### config.mk
export PLATFORM = sky130hd
export DESIGN_NAME = fg_trapezoid_gen
export DESIGN_NICKNAME = d
export VERILOG_FILES = /design/src/rtl/fg_pkg.sv /design/src/rtl/fg_sat_step.sv /design/src/rtl/fg_trapezoid_gen.sv
export SDC_FILE = /design/constraint.sdc
export NUM_CORES = 1
export LEC_CHECK = 0
export ABC_AREA = 0
export BUFFER_PORTS_ARGS = -buffer_cell sky130_fd_sc_hd__buf_4
export CORE_MARGIN = 1.5
export CORE_UTILIZATION = 45
export DETAILED_ROUTE_END_ITERATION = 12
export HOLD_SLACK_MARGIN = 0.15
export PLACE_DENSITY = 0.65
export SYNTH_ARGS = -nofsm -noshare
export SYNTH_HDL_FRONTEND = slang
export SYNTH_SLANG_ARGS = --single-unit
### constraint.sdc
create_clock -name clk_i -period 6.51 [get_ports clk_i]
set_clock_uncertainty 0.05 [all_clocks]
set_input_delay 1.302 -clock clk_i [delete_from_list [all_inputs] [get_ports clk_i]]
set_output_delay 1.302 -clock clk_i [all_outputs]
set_load 0.005 [all_outputs]
### src/rtl/fg_pkg.sv
// Shared definitions for the trapezoid generator: FSM encoding and the
// signed saturation limits of the waveform output.
package fg_pkg;

    localparam int FG_STATE_W = 3;

    typedef enum logic [FG_STATE_W-1:0] {
        ST_IDLE = 3'd0,
        ST_RISE = 3'd1,
        ST_ON   = 3'd2,
        ST_FALL = 3'd3,
        ST_OFF  = 3'd4
    } fg_state_e;

    // Largest and smallest value of a signed (w+1)-bit waveform sample.
    function automatic longint fg_out_max(input int unsigned w);
        return (longint'(1) << w) - 1;
    endfunction

    function automatic longint fg_out_min(input int unsigned w);
        return -(longint'(1) << w);
    endfunction

endpackage

### src/rtl/fg_sat_step.sv
// Signed add of two operands, clamped to [lo_i, hi_i]. The sum is formed one
// bit wider than the operands so it can never wrap before clamping.
module fg_sat_step #(
    parameter int W = 18
) (
    input  logic signed [W-1:0] a_i,
    input  logic signed [W-1:0] b_i,
    input  logic signed [W-1:0] lo_i,
    input  logic signed [W-1:0] hi_i,
    output logic signed [W-1:0] y_o
);

    logic signed [W:0] sum_x;
    logic signed [W:0] lo_x;
    logic signed [W:0] hi_x;

    assign sum_x = (W+1)'(a_i) + (W+1)'(b_i);
    assign lo_x  = (W+1)'(lo_i);
    assign hi_x  = (W+1)'(hi_i);

    always_comb begin
        if (sum_x > hi_x) begin
            y_o = hi_i;
        end else if (sum_x < lo_x) begin
            y_o = lo_i;
        end else begin
            y_o = sum_x[W-1:0];
        end
    end

endmodule

### src/rtl/fg_trapezoid_gen.sv
// Trapezoid waveform generator with shadowed configuration applied at period wrap.
// Define FG_TRAP_OFFSET_EN to add the signed offset input and saturating output adder.
module fg_trapezoid_gen
    import fg_pkg::*;
#(
    parameter int COUNTER_BITWIDTH  = 32,
    parameter int WAVEFORM_BITWIDTH = 16
) (
    input  logic                                 clk_i,
    input  logic                                 rst_i,
    input  logic                                 clk_en_i,
    input  logic                                 en_i,
    input  logic                                 cfg_valid_i,
    output logic                                 cfg_ready_o,
    input  logic [COUNTER_BITWIDTH-1:0]          period_i,
    input  logic [COUNTER_BITWIDTH-1:0]          on_time_i,
    input  logic [WAVEFORM_BITWIDTH-1:0]         k_rise_i,
    input  logic [WAVEFORM_BITWIDTH-1:0]         k_fall_i,
    input  logic [WAVEFORM_BITWIDTH-1:0]         amplitude_i,
    input  logic                                 oneshot_i,
    input  logic                                 invert_i,
`ifdef FG_TRAP_OFFSET_EN
    input  logic signed [WAVEFORM_BITWIDTH:0]    offset_i,
`endif
    output logic signed [WAVEFORM_BITWIDTH:0]    out_o,
    output logic [FG_STATE_W-1:0]                state_o,
    output logic                                 period_start_o,
    output logic                                 busy_o
);

    localparam int C = COUNTER_BITWIDTH;
    localparam int W = WAVEFORM_BITWIDTH;

    logic [C-1:0]      sh_period_q, sh_on_q, act_period_q, act_on_q, cnt_q;
    logic [W-1:0]      sh_krise_q, sh_kfall_q, sh_amp_q;
    logic [W-1:0]      act_krise_q, act_kfall_q, act_amp_q, val_q;
    logic              sh_oneshot_q, sh_invert_q, act_oneshot_q, act_invert_q;
    logic              pending_q, applied_q, pstart_q;
    logic signed [W:0] out_q;
    fg_state_e         state_q;

    logic              accept, apply, wrap, fall_evt, at_amp, at_zero;
    logic [C-1:0]      on_clamped;
    logic signed [W:0] step_a, step_b, step_hi, step_y;
    logic signed [W:0] val_signed, out_d;

    assign accept     = cfg_valid_i && !pending_q;
    assign wrap       = (state_q != ST_IDLE) && (cnt_q == act_period_q - C'(1));
    assign fall_evt   = (cnt_q == act_on_q - C'(1));
    assign apply      = pending_q && ((state_q == ST_IDLE) || (clk_en_i && wrap));
    assign on_clamped = (sh_on_q >= sh_period_q) ? sh_period_q - C'(1) : sh_on_q;

    // One stepper serves both ramps: +k_rise in RISE, -k_fall in FALL, kept in [0, amplitude].
    assign step_a  = $signed({1'b0, val_q});
    assign step_b  = (state_q == ST_FALL) ? -$signed({1'b0, act_kfall_q})
                                          :  $signed({1'b0, act_krise_q});
    assign step_hi = $signed({1'b0, act_amp_q});
    assign at_amp  = (step_y == step_hi);
    assign at_zero = (step_y == '0);

    fg_sat_step #(.W(W+1)) u_val_step (
        .a_i  (step_a),
        .b_i  (step_b),
        .lo_i ('0),
        .hi_i (step_hi),
        .y_o  (step_y)
    );

    assign val_signed = act_invert_q ? -$signed({1'b0, val_q}) : $signed({1'b0, val_q});

`ifdef FG_TRAP_OFFSET_EN
    localparam logic signed [W:0] OUT_MAX = (W+1)'(fg_out_max(W));
    localparam logic signed [W:0] OUT_MIN = (W+1)'(fg_out_min(W));

    logic signed [W:0] sh_offset_q, act_offset_q;

    fg_sat_step #(.W(W+1)) u_out_add (
        .a_i  (val_signed),
        .b_i  (act_offset_q),
        .lo_i (OUT_MIN),
        .hi_i (OUT_MAX),
        .y_o  (out_d)
    );

    always_ff @(posedge clk_i) begin
        if (rst_i) begin
            sh_offset_q  <= '0;
            act_offset_q <= '0;
        end else begin
            if (accept) sh_offset_q  <= offset_i;
            if (apply)  act_offset_q <= sh_offset_q;
        end
    end
`else
    assign out_d = val_signed;
`endif

    always_ff @(posedge clk_i) begin
        if (rst_i) begin
            sh_period_q   <= '0;
            sh_on_q       <= '0;
            sh_krise_q    <= '0;
            sh_kfall_q    <= '0;
            sh_amp_q      <= '0;
            sh_oneshot_q  <= 1'b0;
            sh_invert_q   <= 1'b0;
            act_period_q  <= '0;
            act_on_q      <= '0;
            act_krise_q   <= '0;
            act_kfall_q   <= '0;
            act_amp_q     <= '0;
            act_oneshot_q <= 1'b0;
            act_invert_q  <= 1'b0;
            pending_q     <= 1'b0;
            applied_q     <= 1'b0;
            state_q       <= ST_IDLE;
            cnt_q         <= '0;
            val_q         <= '0;
            out_q         <= '0;
            pstart_q      <= 1'b0;
        end else begin
            out_q    <= out_d;
            pstart_q <= 1'b0;
            if (accept) begin
                sh_period_q  <= period_i;
                sh_on_q      <= on_time_i;
                sh_krise_q   <= k_rise_i;
                sh_kfall_q   <= k_fall_i;
                sh_amp_q     <= amplitude_i;
                sh_oneshot_q <= oneshot_i;
                sh_invert_q  <= invert_i;
                pending_q    <= 1'b1;
            end
            if (clk_en_i) begin
                if (!en_i || act_period_q == '0) begin
                    state_q <= ST_IDLE;
                    cnt_q   <= '0;
                    val_q   <= '0;
                end else begin
                    cnt_q <= (state_q == ST_IDLE || wrap) ? '0 : cnt_q + C'(1);
                    case (state_q)
                        ST_IDLE: begin
                            val_q <= '0;
                            if (applied_q) begin
                                state_q  <= ST_RISE;
                                pstart_q <= 1'b1;
                            end
                        end
                        ST_RISE: begin
                            if (wrap) begin
                                pstart_q <= 1'b1;
                            end else begin
                                val_q <= step_y[W-1:0];
                                if (fall_evt)    state_q <= ST_FALL;
                                else if (at_amp) state_q <= ST_ON;
                            end
                        end
                        ST_ON: begin
                            if (wrap) begin
                                state_q  <= ST_RISE;
                                pstart_q <= 1'b1;
                            end else if (fall_evt) begin
                                state_q <= ST_FALL;
                            end
                        end
                        ST_FALL: begin
                            if (wrap) begin
                                state_q  <= ST_RISE;
                                pstart_q <= 1'b1;
                            end else begin
                                val_q <= step_y[W-1:0];
                                if (at_zero) state_q <= ST_OFF;
                            end
                        end
                        ST_OFF: begin
                            val_q <= '0;
                            if (wrap) begin
                                // A finished oneshot consumes its configuration so it does not relaunch.
                                if (act_oneshot_q) begin
                                    state_q   <= ST_IDLE;
                                    applied_q <= 1'b0;
                                end else begin
                                    state_q  <= ST_RISE;
                                    pstart_q <= 1'b1;
                                end
                            end
                        end
                        default: begin
                            state_q <= ST_IDLE;
                            val_q   <= '0;
                        end
                    endcase
                end
            end
            if (apply) begin
                act_period_q  <= sh_period_q;
                act_on_q      <= on_clamped;
                act_krise_q   <= sh_krise_q;
                act_kfall_q   <= sh_kfall_q;
                act_amp_q     <= sh_amp_q;
                act_oneshot_q <= sh_oneshot_q;
                act_invert_q  <= sh_invert_q;
                pending_q     <= 1'b0;
                applied_q     <= 1'b1;
            end
        end
    end

    assign cfg_ready_o    = !pending_q;
    assign out_o          = out_q;
    assign state_o        = state_q;
    assign period_start_o = pstart_q;
    assign busy_o         = (state_q != ST_IDLE);

endmodule

* Word-level counts from Yosys, hierarchy flattened
Cells that the tools add are included.
** Word-level totals
- Bits in registers :: 299
- Input port bits :: 119
- Output and inout port bits :: 23
** Operators by class
- Add/sub/neg operators :: 7
- Magnitude comparators :: 3
- Eq/ne operators :: 16
- Multiplexer cells :: 33
- Bitwise operators :: 2
- Reductions and logical operators :: 25
** Operators by type and width (number)
- $mux 32 :: 3
- $sub 32x1->32 const B :: 3
- $eq 32x32->1 :: 2
- $mux 17 :: 3
- $mux 16 :: 3
- $neg 16->17 :: 2
- $add 32x1->32 const B :: 1
- $ge 32x32->1 :: 1
- $logic_not 32->1 :: 1
- $pmux 16 s2 :: 1
- $mux 3 :: 10
- $add 17x17->18 :: 1
- $gt 18x17->1 :: 1
- $lt 18x1->1 const B :: 1
- $eq 17x17->1 :: 1
- $logic_not 17->1 :: 1
- $pmux 3 s5 :: 1
- $mux 1 :: 11
- $ne 3x3->1 const B :: 3
- $ne 4x4->1 const B :: 2
- $reduce_bool 2->1 :: 4
- $reduce_and 7->1 :: 1
- $eq 3x2->1 const B :: 2
- $reduce_or 2->1 :: 3
- other kinds (15) :: 24

* Logic depth before layout (Yosys ltp)
- Depth in word-level cells :: 12
- Mapped depth :: 26

* Modules after synthesis
A second synthesis with hierarchy kept.
** Second synthesis, totals
- Cell total of the unflattened synthesis :: 2413
- Area total of the unflattened synthesis :: 17956.0 µm²
** By module, submodules not included
- fg_trapezoid_gen :: times used 1, cells an instance 2098, area each 15732.6 µm²
- fg_sat_step :: times used 1, cells an instance 315, area each 2223.4 µm²

* Worst setup path before layout
Ideal clock, no wire load.
- Path kind :: reg2reg
- From :: reg act_kfall_q[5]
- To :: reg val_q[7]
- Arrival :: 5.116 ns
- Data required time :: 6.390 ns
- Slack :: 1.274 ns
- Stages on the path, launching flop included :: 24
- Path buffers :: 2
- Path through :: dfxtp_1 or4_1 or4_1 nor3_1 xor2_1 o21ai_0 ha_1 clkbuf_1 nand3_1 nor2_1 o21ai_0 a32oi_1 xnor2_1 inv_1 ha_1 or2_2 a221o_1 a21oi_1 o211a_1 o22a_1 clkbuf_1 nand2_1 a211o_1 a21oi_1
** On the way
- Longest elaborated chain between the ends :: 9
- Elaborated cells between the ends (all ways) :: 10
- Those cells by class :: 2 x add/sub; 2 x order compare; 6 x mux
** Ends and longest elaborated chain
- from (decl) :: line fg_trapezoid_gen.sv:36 : logic [W-1:0] act_krise_q, act_kfall_q, act_amp_q, val_q;
- from (signal assigned) :: line fg_trapezoid_gen.sv:199 : act_kfall_q <= sh_kfall_q;
- $neg 16->17 * :: line fg_trapezoid_gen.sv:55 : assign step_b = (state_q == ST_FALL) ? -$signed({1'b0, act_kfall_q})
- $mux 17 * :: line fg_trapezoid_gen.sv:55
- $add 17x17->18 * :: line fg_sat_step.sv:17 : assign sum_x = (W+1)'(a_i) + (W+1)'(b_i);
- $lt 18x1->1 :: line fg_sat_step.sv:24 : end else if (sum_x < lo_x) begin
- $mux 17 :: line fg_sat_step.sv:24
- $mux 17 * :: line fg_sat_step.sv:22 : if (sum_x > hi_x) begin
- $mux 16 * :: line fg_trapezoid_gen.sv:150, fg_trapezoid_gen.sv:167
- $pmux 16 s2 * :: line fg_trapezoid_gen.sv:141 : case (state_q)
- $mux 16 * :: line fg_trapezoid_gen.sv:135 : if (!en_i || act_period_q == '0) begin
- to (signal assigned) :: line fg_trapezoid_gen.sv:153 : val_q <= step_y[W-1:0];
- to (signal assigned) :: line fg_trapezoid_gen.sv:171 : val_q <= step_y[W-1:0];
- to (decl) :: line fg_trapezoid_gen.sv:36
Every way passes the cells marked *; elsewhere a longest branch is shown, timed or not. The select of a mux whose other input is x is not followed.
A chain may end at the register's enable or synchronous reset.

* Final worst setup path
- From :: reg state_q[0], in the netlist state_o[0]
- To :: reg state_q[1], in the netlist state_o[1]
** On the way
- Longest elaborated chain between the ends :: 9
- Elaborated cells between the ends (all ways) :: 26
- Those cells by class :: 1 x add/sub; 2 x order compare; 11 x eq/ne; 7 x mux; 5 x reduce/logical
** Ends and longest elaborated chain
- from (decl) :: line fg_trapezoid_gen.sv:40 : fg_state_e state_q;
- from (signal assigned) :: line fg_trapezoid_gen.sv:116 : state_q <= ST_IDLE;
- from (signal assigned) :: line fg_trapezoid_gen.sv:136 : state_q <= ST_IDLE;
- from (signal assigned) :: line fg_trapezoid_gen.sv:145 : state_q <= ST_RISE;
- $eq 3x2->1 :: line fg_trapezoid_gen.sv:55, fg_trapezoid_gen.sv:141
- $mux 17 :: line fg_trapezoid_gen.sv:55
- $add 17x17->18 :: line fg_sat_step.sv:17
- $lt 18x1->1 :: line fg_sat_step.sv:24
- $mux 17 :: line fg_sat_step.sv:24
- $mux 17 :: line fg_sat_step.sv:22
- $eq 17x17->1 or $logic_not 17->1 (tied branches) :: line fg_trapezoid_gen.sv:58, fg_trapezoid_gen.sv:59
- $ne 4x4->1 (no source line) or $ne 4x3->1 (tied branches)
- $reduce_and 7->1 (no source line)
Several ways; a longest one is shown, not always the timed one.

==> flow_summary.yaml <==
synth:
  syn_inst: 2410
  synth-warning-count: 0
  synth_area_leaders: "dfxtp_1 34%, nand2_1 12%, a21oi_1 8.9%, ha_1 5.2%, xnor2_1 4.1%"
  ys_ff_latch: 299
  synth_top_area_share_pct: 33.7
  yosysUniqueCellTypes: 88
  avgSynthCellArea_um2: 7.37
  yosysTopAreaCell: "dfxtp_1"
  synthTopCellsByCount: "565 x nand2_1, 315 x a21oi_1, 299 x dfxtp_1"
  synth_most_common_cell: "nand2_1"
  synth_fp_nets: 2604
  netlist_area_mm2: 0.0178
  synth-seq-area-share_pct: 33.7
  synth_edf_count: 0
  synth_ff_type: "dfxtp_1"
  async_reset_ff_share_pct: 0
routing:
  via_count: 17000
  wire_per_inst_um: 17.5
  vias_per_cell: 5.69
  drc: 0
  drt_iter0_markers: 1542
  wl_um: 52200
  drtAntennaViolNets: 0
  drt_first_pass_iters: 5
cts:
  cts.htree.levels: 2
  cts_tree: "built"
  cts_root_buf: "clkbuf_16"
  numCtsBuffers: 34
  cts_num_sinks: 299
  clockBufferDepth: 3
  clkLatencyLatePin_ns: 0.55
  cts_hold_buf: 0
  clk_pin_slew_ns: 0.06
global_routing:
  grt_max_degree: 193
  gr-total-overflow: 0
  grt_pass1_vias: 15500
  grt_pass1_wl_um: 83400
  antenna_found_initial: 0
  grt_usage_pct: 25.3
timing:
  fin_ws_ns: 0.555
  rsz0062_at_grt: "false"
  timing.hold.ws_ns: 0.401
  worstMarginPinSlew_ns: 0.940
  finalMaxSlewViolations: 0
  max_clock_freq_mhz: 168
  finalCritPeriodShare_pct: 91.5
  setup_violations: 0
  period_minus_slack_ns: 5.95
  tns_ns: 0
  hold_viol: 0
  relSlewSlack_pct: 37.2
die:
  start_util_pct: 45.8
  fp.dieW_um: 202
  die_y_um: 202
  io_pins: 142
  core_area_mm2: 0.0388
  num_rows: 72
  design.die.area_mm2: 0.0407
worst_setup_path:
  end_kind: "flip-flop"
  worstPathMaxFanout: 15
  critical_path_class: "reg -> reg"
  startpoint_type: "flip-flop"
  cp_data_arrival_time_ns: 6.36
  required_ns: 6.91
run_status:
  status: "completed"
power_and_ir_drop:
  leakage_nw: 7.92
  max-vdd-ir-drop_uv: 176
  p_per_area_mw_per_mm2: 266
  p_total_mw: 5.37
worst_hold_path:
  min_path_type: "reg -> reg"
place:
  place_ws_ns: 0.423
  place_congestion: 0.927
  post-dp-hpwl_um: 39200
  portBuffers: 141
cells_and_area:
  drive_above_1_share_pct: 10.3
  diodes: 0
  area_growth_pct: 13.5
  fin_nets: 2638
  fill_cells: 3789
job:
  drv_cap: 0
layer usage:
metal / track usage [%] / routed length, µm / vias up / part of all wire, %
met5: 0 / 0 / - / 0
met4: 6.32 / 1040 / 0 / 2.0
met3: 3.24 / 2880 / 65 / 5.5
met2: 35.6 / 21100 / 489 / 40
met1: 40.0 / 27200 / 7961 / 52
li1: - / - / 8456 / -
kinds of logic after synthesis:
kind of cell,synth area share (%)
adder cells (fa/ha/maj),5.32
multiplexers,1.11
flip-flops,33.7
buffers and inverters,5.34
XOR/XNOR,7.22
AND/OR/NAND/NOR,27.3
AO/OA/AOI/OAI,20.1
critical path, cell delays in order, from the launching register on:
cell      delay, ns
dfxtp_1        0.45
inv_1          0.13
or3_4          0.48
nand2_1        0.10
o21ai_0        0.09
ha_1           0.22
fa_1           0.41
a211oi_1       0.49
o32ai_2        0.21
o21ai_0        0.26
a32oi_1        0.18
xnor2_1        0.32
inv_1          0.14
ha_1           0.21
or2_2          0.29
a221o_1        0.27
a21oi_1        0.20
o211a_1        0.20
o22a_1         0.31
a31oi_1        0.19
a211oi_4       0.32
nand2_2        0.11
a221oi_2       0.22
report_power, final:
group          switching (mW)  total (mW)  internal [mW]
Sequential              0.123        2.05           1.92
Combinational           0.799        1.34          0.545
Clock                   0.773        1.98           1.21
Total                    1.70        5.37           3.68
placed cells by master, fill, tap and decap left out, types with 11 or more instances in the layout:
| cell type | Yosys | routed |
|---|---|---|
| nor3_1 | 60 | 60 |
| nand2b_1 | 20 | 19 |
| nand3_1 | 49 | 49 |
| clkbuf_16 | 0 | 35 |
| o211ai_1 | 37 | 37 |
| xor2_1 | 60 | 60 |
| nor2_1 | 134 | 134 |
| nand2_1 | 565 | 564 |
| a21oi_1 | 315 | 315 |
| clkbuf_8 | 0 | 11 |
| a21o_1 | 32 | 32 |
| or3_1 | 18 | 17 |
| xnor2_1 | 84 | 84 |
| mux2i_1 | 14 | 14 |
| a211oi_1 | 13 | 13 |
| or4_1 | 20 | 20 |
| o21ai_0 | 73 | 73 |
| nor3b_1 | 21 | 21 |
| inv_1 | 77 | 77 |
| dfxtp_1 | 299 | 299 |
| ha_1 | 74 | 74 |
| nor4_1 | 37 | 37 |
| o22ai_1 | 11 | 11 |
| a211o_1 | 12 | 12 |
| and3_1 | 21 | 21 |
| nand4_1 | 38 | 38 |
| buf_4 | 7 | 155 |
metrics by stage:
stage | instance area (µm²) | cells | utilization [%]
floorplan | 17800 | 2410 | -
global placement | 19000 | 2926 | 48.9
detailed placement | 19000 | 2926 | 48.9
CTS | 20200 | 2983 | 51.9
global route | 20200 | 2983 | 51.9
finish | 20200 | 2983 | 51.9
state kept, by name (all words and copies together) (netlist names), 16 cells and up:
name / cells
act_on_q: 32
act_period_q: 32
cnt_q: 32
sh_on_q: 32
sh_period_q: 32
out_o: 17
act_amp_q: 16
act_kfall_q: 16
act_krise_q: 16
sh_amp_q: 16
sh_kfall_q: 16
sh_krise_q: 16
val_q: 16
final timing paths:
check | from | endpoint | slack (ns) | cells past startpoint
min reg2reg | sh_amp_q[12] | act_amp_q[12] | 0.40 | 2
min | sh_amp_q[12] | act_amp_q[12] | 0.40 | 2
max | state_o[0] | state_o[1] | 0.56 | 22
max reg2reg | state_o[0] | state_o[1] | 0.56 | 22
repair_timing:
item                       in CTS  in global routing
gates resized for setup         0                  2
setup buffers                   0                  0
setup endpoints to repair       0                  3
area by class of cell:
class,instances,area (µm²),area share (%)
sequential,299,5990,29.7
clock inverter,10,135,0.670
multi-input combinational,1873,10900,53.9
inverter,78,293,1.45
clock buffer,47,1020,5.06
timing repair buffer,158,1220,6.04
tap,518,648,3.21
Power figures use the tool's default switching activity.
